$ cat config.mk
export PLATFORM = sky130hd
export DESIGN_NAME = rtt_stats
export DESIGN_NICKNAME = d
export VERILOG_FILES = /design/src/rtl/rtt_stats.sv
export SDC_FILE = /design/constraint.sdc
export NUM_CORES = 2
export LEC_CHECK = 0
export CAP_MARGIN = 20
export CORE_AREA = 3 3 470 472
export CTS_BUF_LIST = sky130_fd_sc_hd__clkbuf_8
export CTS_CLUSTER_SIZE = 25
export DETAILED_ROUTE_END_ITERATION = 8
export DIE_AREA = 0 0 473 475
export DONT_BUFFER_PORTS = 1
export GPL_TIMING_DRIVEN = 1
export PLACE_DENSITY_LB_ADDON = 0.2
export SLEW_MARGIN = 20
export SYNTH_ARGS = -nofsm -noshare
export SYNTH_HDL_FRONTEND = slang
export SYNTH_SLANG_ARGS = --single-unit
$ cat constraint.sdc
create_clock -name clk -period 5.5 [get_ports clk]
set_input_delay 0.55 -clock clk [delete_from_list [all_inputs] [get_ports clk]]
set_output_delay 0.55 -clock clk [all_outputs]
set_load 0.03 [all_outputs]
$ cat src/rtl/rtt_stats.sv
// RX-path RTT statistics tap: forwards packet beats through one register stage and
// accumulates count/sum/min/max of the RTT carried in each packet's first beat.
module rtt_stats #(
    parameter int TIMESTAMP_WIDTH = 32,
    parameter int SUM_WIDTH       = 64,
    parameter int COUNT_WIDTH     = 32
) (
    input  logic                       clk,
    input  logic                       rst_n,
    input  logic [511:0]               in_pkt_data,
    input  logic                       in_pkt_valid,
    output logic                       in_pkt_ready,
    input  logic                       in_pkt_sop,
    input  logic                       in_pkt_eop,
    input  logic [5:0]                 in_pkt_empty,
    output logic [511:0]               out_pkt_data,
    output logic                       out_pkt_valid,
    input  logic                       out_pkt_ready,
    output logic                       out_pkt_sop,
    output logic                       out_pkt_eop,
    output logic [5:0]                 out_pkt_empty,
    input  logic                       conf_valid,
    input  logic                       conf_enable,
    input  logic [5:0]                 conf_offset,
    input  logic                       stats_req_valid,
    input  logic                       stats_req_clear,
    output logic                       stats_resp_valid,
    output logic [COUNT_WIDTH-1:0]     stats_count,
    output logic [SUM_WIDTH-1:0]       stats_sum,
    output logic [TIMESTAMP_WIDTH-1:0] stats_min,
    output logic [TIMESTAMP_WIDTH-1:0] stats_max
);

    localparam int TW = TIMESTAMP_WIDTH;
    localparam logic [9:0] TOP_BASE = 10'(512 - TW);
    localparam logic [9:0] TW_10    = 10'(TW);

    logic                   r_out_valid;
    logic [511:0]           r_out_data;
    logic                   r_out_sop;
    logic                   r_out_eop;
    logic [5:0]             r_out_empty;
    logic                   r_enable;
    logic [5:0]             r_offset;
    logic                   r_s_valid;
    logic [TW-1:0]          r_s_rtt;
    logic [COUNT_WIDTH-1:0] r_count;
    logic [SUM_WIDTH-1:0]   r_sum;
    logic [TW-1:0]          r_min;
    logic [TW-1:0]          r_max;
    logic                   r_resp_valid;
    logic [COUNT_WIDTH-1:0] r_stats_count;
    logic [SUM_WIDTH-1:0]   r_stats_sum;
    logic [TW-1:0]          r_stats_min;
    logic [TW-1:0]          r_stats_max;

    logic                   w_accept;
    logic                   w_off_ok;
    logic [9:0]             w_base;
    logic [TW-1:0]          w_rtt;
    logic [SUM_WIDTH:0]     w_sum_ext;
    logic [COUNT_WIDTH-1:0] w_count_nx;
    logic [SUM_WIDTH-1:0]   w_sum_nx;
    logic [TW-1:0]          w_min_nx;
    logic [TW-1:0]          w_max_nx;

    assign in_pkt_ready = !r_out_valid || out_pkt_ready;
    assign w_accept     = in_pkt_valid && in_pkt_ready;

    // Byte 0 sits at the MSB end, so the field's LSB index counts down from the top.
    assign w_off_ok  = ({1'b0, conf_offset, 3'b000} + TW_10) <= 10'd512;
    assign w_base    = TOP_BASE - {1'b0, r_offset, 3'b000};
    assign w_rtt     = TW'(in_pkt_data >> w_base);
    assign w_sum_ext = {1'b0, r_sum} + (SUM_WIDTH + 1)'(r_s_rtt);

    // Stats with the pending sample folded in; a snapshot reports these values.
    always_comb begin
        w_count_nx = r_count;
        w_sum_nx   = r_sum;
        w_min_nx   = r_min;
        w_max_nx   = r_max;
        if (r_s_valid) begin
            if (r_count != '1) w_count_nx = r_count + COUNT_WIDTH'(1);
            w_sum_nx = w_sum_ext[SUM_WIDTH] ? '1 : w_sum_ext[SUM_WIDTH-1:0];
            if (r_s_rtt < r_min) w_min_nx = r_s_rtt;
            if (r_s_rtt > r_max) w_max_nx = r_s_rtt;
        end
    end

    always_ff @(posedge clk) begin
        if (!rst_n) begin
            r_out_valid   <= 1'b0;
            r_out_data    <= '0;
            r_out_sop     <= 1'b0;
            r_out_eop     <= 1'b0;
            r_out_empty   <= '0;
            r_enable      <= 1'b0;
            r_offset      <= '0;
            r_s_valid     <= 1'b0;
            r_s_rtt       <= '0;
            r_count       <= '0;
            r_sum         <= '0;
            r_min         <= '1;
            r_max         <= '0;
            r_resp_valid  <= 1'b0;
            r_stats_count <= '0;
            r_stats_sum   <= '0;
            r_stats_min   <= '0;
            r_stats_max   <= '0;
        end else begin
            if (in_pkt_ready) begin
                r_out_valid <= in_pkt_valid;
                if (in_pkt_valid) begin
                    r_out_data  <= in_pkt_data;
                    r_out_sop   <= in_pkt_sop;
                    r_out_eop   <= in_pkt_eop;
                    r_out_empty <= in_pkt_empty;
                end
            end

            r_s_valid <= w_accept && in_pkt_sop && r_enable;
            if (w_accept && in_pkt_sop) r_s_rtt <= w_rtt;

            if (conf_valid) begin
                r_enable <= conf_enable;
                if (w_off_ok) r_offset <= conf_offset;
            end

            r_resp_valid <= stats_req_valid;
            if (stats_req_valid) begin
                r_stats_count <= w_count_nx;
                r_stats_sum   <= w_sum_nx;
                r_stats_min   <= w_min_nx;
                r_stats_max   <= w_max_nx;
            end
            // A clearing snapshot consumes the pending sample, so it is not re-added.
            if (stats_req_valid && stats_req_clear) begin
                r_count <= '0;
                r_sum   <= '0;
                r_min   <= '1;
                r_max   <= '0;
            end else begin
                r_count <= w_count_nx;
                r_sum   <= w_sum_nx;
                r_min   <= w_min_nx;
                r_max   <= w_max_nx;
            end
        end
    end

    assign out_pkt_valid    = r_out_valid;
    assign out_pkt_data     = r_out_data;
    assign out_pkt_sop      = r_out_sop;
    assign out_pkt_eop      = r_out_eop;
    assign out_pkt_empty    = r_out_empty;
    assign stats_resp_valid = r_resp_valid;
    assign stats_count      = r_stats_count;
    assign stats_sum        = r_stats_sum;
    assign stats_min        = r_stats_min;
    assign stats_max        = r_stats_max;

endmodule

==> impl_summary.md <==
Finish
The library cell used most frequently in the layout, excluding fill and tap cells, is nand2_1. The net count reported at finish is 6471. The share of layout cells above drive strength 1 is 15.1%. The library cells used most frequently in the layout, excluding fill and tap cells, are nand2_1 (1345), dfxtp_1 (880), a21oi_1 (792), dlygate4sd3_1 (534), mux4_2 (457). The area growth from synthesis to layout is 23.8%. The finished cells cover 62000 um^2.

Die
The area enclosed by the die boundary is 225000 um^2. The initial cell density of the core is 23.1%. After floorplanning, the core was sized to cover 217000 um^2. The number of top-level pins is 1217. Measured along the y axis, the die boundary spans 475 um. The floorplan has 171 rows.

The die is 473 um wide.

Job
Across the run, the number of max-cap violations was 0.

Placement
The post-place instance area is 52800 um^2. The worst setup slack before clock tree synthesis is 971 ps. The count of input and output buffers is 0. The routability congestion estimate from global placement is 0.956.

The placed wire-length estimate after detailed placement is 231000 um.

Routing
The total number of vias is 48.9k. The via density per instance is 5.51. The post-detailed-routing wire length is 307000 um.

The count of antenna-violating nets left after detailed routing is 0. For this block, the initial DRC count from the detailed router was 5068. The first-pass iteration count of the detailed router is 6. For this run, design rule violations remaining after detail routing come to 0. Dividing the detail-routed wire length by the instance count gives 34.6 um.

Global routing
The via count of the first global-routing pass is 46.5k. The remaining global-route overflow is 0. For met3 alone, demand over resource in global routing was 9.52%. The initial antenna violation count is 87. The first-pass GRT wire length is 410000 um.

The most congested layer reported by global routing is met2. The total routing usage reported by global routing is 26.1%. In the global route stage, met2 resource usage came out at 41.3%.

The maximum number of pins on one net before global-route repair is 248. The met1 routing resource usage after global routing is 31.5%.

Synthesis
The post-synthesis average cell area is 9.13 um^2. The synthesized netlist contains 80 unique library cells. The post-synthesis async set-or-reset flop share is 0%. After synthesis the netlist holds a flip-flop and latch count of 882. In the synthesized netlist the dominant register cell turns out to be dfxtp_1. The share of synthesized area occupied by flip-flops and latches is 35.3%. Counting flops with a built-in enable in the synthesized netlist gives 0. The post-synthesis cell area is 50100 um^2. The number of warnings issued by yosys is 0. The net count of the mapped netlist is 6120. Synthesis produced a netlist whose cell count is 5488.

Clocking
The post-CTS repair timing setup buffer count is 0. The number of levels in the clock H-tree is 4. The clock transition time at the flip-flop clock pins of the worst setup and hold paths is 60 ps. The number of sinks on the clock net is 882. The clock tree from TritonCTS is done. The number of buffers created by CTS is 169.

The latest clock arrival within the worst-skew pair is 950 ps. Gates resized during post-CTS repair numbered 0. CTS placed an instance of clkbuf_8 at the clock tree root. The maximum clock path buffer count is 3. The post-cts hold buffer count is 536.

Critical path
The critical path's slowest cell is ha_4. The critical path is of the flip-flop to flip-flop type. For this run, the slowest stage of the critical path takes 820 ps. The kind of end point of the critical path is a flip-flop. The largest fanout on the critical path is 53. STA classifies the critical path startpoint as a flip-flop. The category of cells accounting for the largest share of critical-path delay is multiplexers. STA puts the critical path data required time at 6280 ps.

The arrival time of data at the critical path endpoint is 5200 ps. The critical path contains buffers and inverters numbering 2 combined. The signal on the critical path passes through inv_1 > ha_4 > buf_4 > mux2i_1 > nor2_1 > o21ai_0 > and3_1 > a21oi_1 > mux4_2 > a22o_1.

STA
The number of setup violations in the final report is 0. On the final layout, the worst clock skew is 59.5 ps. The worst path setup slack after routing is 1070 ps.

The minimum clock period after layout is 4430 ps. The achievable clock frequency is 226 MHz. The slew at the pin closest to its max-slew limit is 1160 ps. The hold violation count in the final report is 0.

In the final timing run, aggregate negative setup slack is 0 ps. The final-report max-slew violation count is 0. The worst path uses 80.5% of the clock period. Setup repair after global routing left no endpoint under its margin.

The headroom to the max-slew limit is 22.5%.

Run status
The flow ran to the end, and the final reports show no timing, DRC or antenna violations.

Hold path
The worst hold-check path type is input pin to flip-flop.

Power and ir drop
The design draws 19.1 mW. For this design the ratio of total power to cell area is 308 nW/um^2. The static leakage power is 22.6 nW. The worst ir drop on vdd is 0.231 mV.
-- layout make-up --
type	instances	area (um^2)
Clock buffer	217	2990
Sequential cell	882	17700
Antenna cell	50	125
Fill cell	23200	155000
Timing Repair Buffer	649	6470
Inverter	92	355
Tap cell	2854	3570
Clock inverter	84	657
Multi-Input combinational cell	4045	30200
-- cells in the mapped netlist (all sizes together), types with 6 or more instances --
library cell / number / area share, %
nand2: 1347 / 10
dfxtp: 882 / 35
a21oi: 795 / 8.0
mux4: 457 / 21
clkbuf: 304 / 2.3
o21ai: 239 / 2.4
mux2i: 223 / 4.5
buf: 165 / 1.8
nor2: 151 / 1.1
nand3: 120 / 1.2
ha: 97 / 2.4
inv: 91 / 0.68
xnor2: 69 / 1.3
a211oi: 51 / 0.82
a31oi: 41 / 0.54
nand4: 41 / 0.51
a21o: 39 / 0.58
nor3: 39 / 0.39
o211ai: 28 / 0.45
o22ai: 26 / 0.32
xor2: 25 / 0.45
a311oi: 24 / 0.42
nor2b: 23 / 0.29
o221ai: 21 / 0.37
and3: 20 / 0.25
and2: 18 / 0.23
o31ai: 13 / 0.19
a2111oi: 11 / 0.40
mux2: 11 / 0.25
a22o: 9 / 0.16
a32oi: 8 / 0.14
o21a: 8 / 0.12
o21bai: 8 / 0.12
a32o: 7 / 0.14
and4: 7 / 0.12
o2111ai: 6 / 0.10
o311ai: 6 / 0.10
or2: 6 / 0.075
-- routing by layer --
layer	wire length, um	vias up
li1	-	20700
met1	119000	24600
met2	139000	2906
met3	31900	642
met4	16900	24
met5	170	-
-- state kept, by name, summed over array words and instances (netlist names), 6 cells and up --
signal / cells
out_pkt_data: 512
r_sum: 64
stats_sum: 64
r_count: 32
r_max: 32
r_min: 32
r_s_rtt: 32
stats_count: 32
stats_max: 32
stats_min: 32
out_pkt_empty: 6
r_offset: 6
-- per-stage QoR --
stage               hold slack (ps)  util (%)  std cells
CTS                            25.5      28.5       8823
global route                   59.4      28.5       8843
finish                          138      28.6       8873
floorplan                       409         -       5488
global placement                490      24.3       7985
detailed placement              499      24.4       7986
-- worst min-delay path, cell delays in order --
cell and delay (ps):
nand3_1 50, nand3_1 80, a311oi_1 130, o21ai_1 190
-- logic make-up (layout without fill, tap and decap cells) --
logic type               count (synthesis)  count (layout)  synth area share (%)
flip-flops                             882             882                  35.3
buffers and inverters                  561            1042                  4.81
multiplexers                           691             691                  25.3
AO/OA/AOI/OAI                         1364            1364                  15.8
AND/OR/NAND/NOR                       1798            1798                  14.7
XOR/XNOR                                94              94                  1.71
adder cells (fa/ha/maj)                 98              98                  2.46
other                                    0              50                     0
-- worst paths after layout --
check              startpoint            end  slack (ps)  depth (start not counted)
max               r_offset[1]     r_s_rtt[3]        1070                         10
min reg2reg         r_max[21]  stats_max[21]         510                          2
min          in_pkt_data[504]    r_s_rtt[24]         140                          4
max reg2reg       r_offset[1]     r_s_rtt[3]        1070                         10
-- power by group --
part / switching (mW) / internal (mW) / leakage, nW
Sequential: 0.939 / 6.70 / 7.23
Clock: 3.28 / 3.87 / 2.03
Combinational: 2.52 / 1.78 / 13.3
Note: power is estimated with default switching activity, not from simulation.
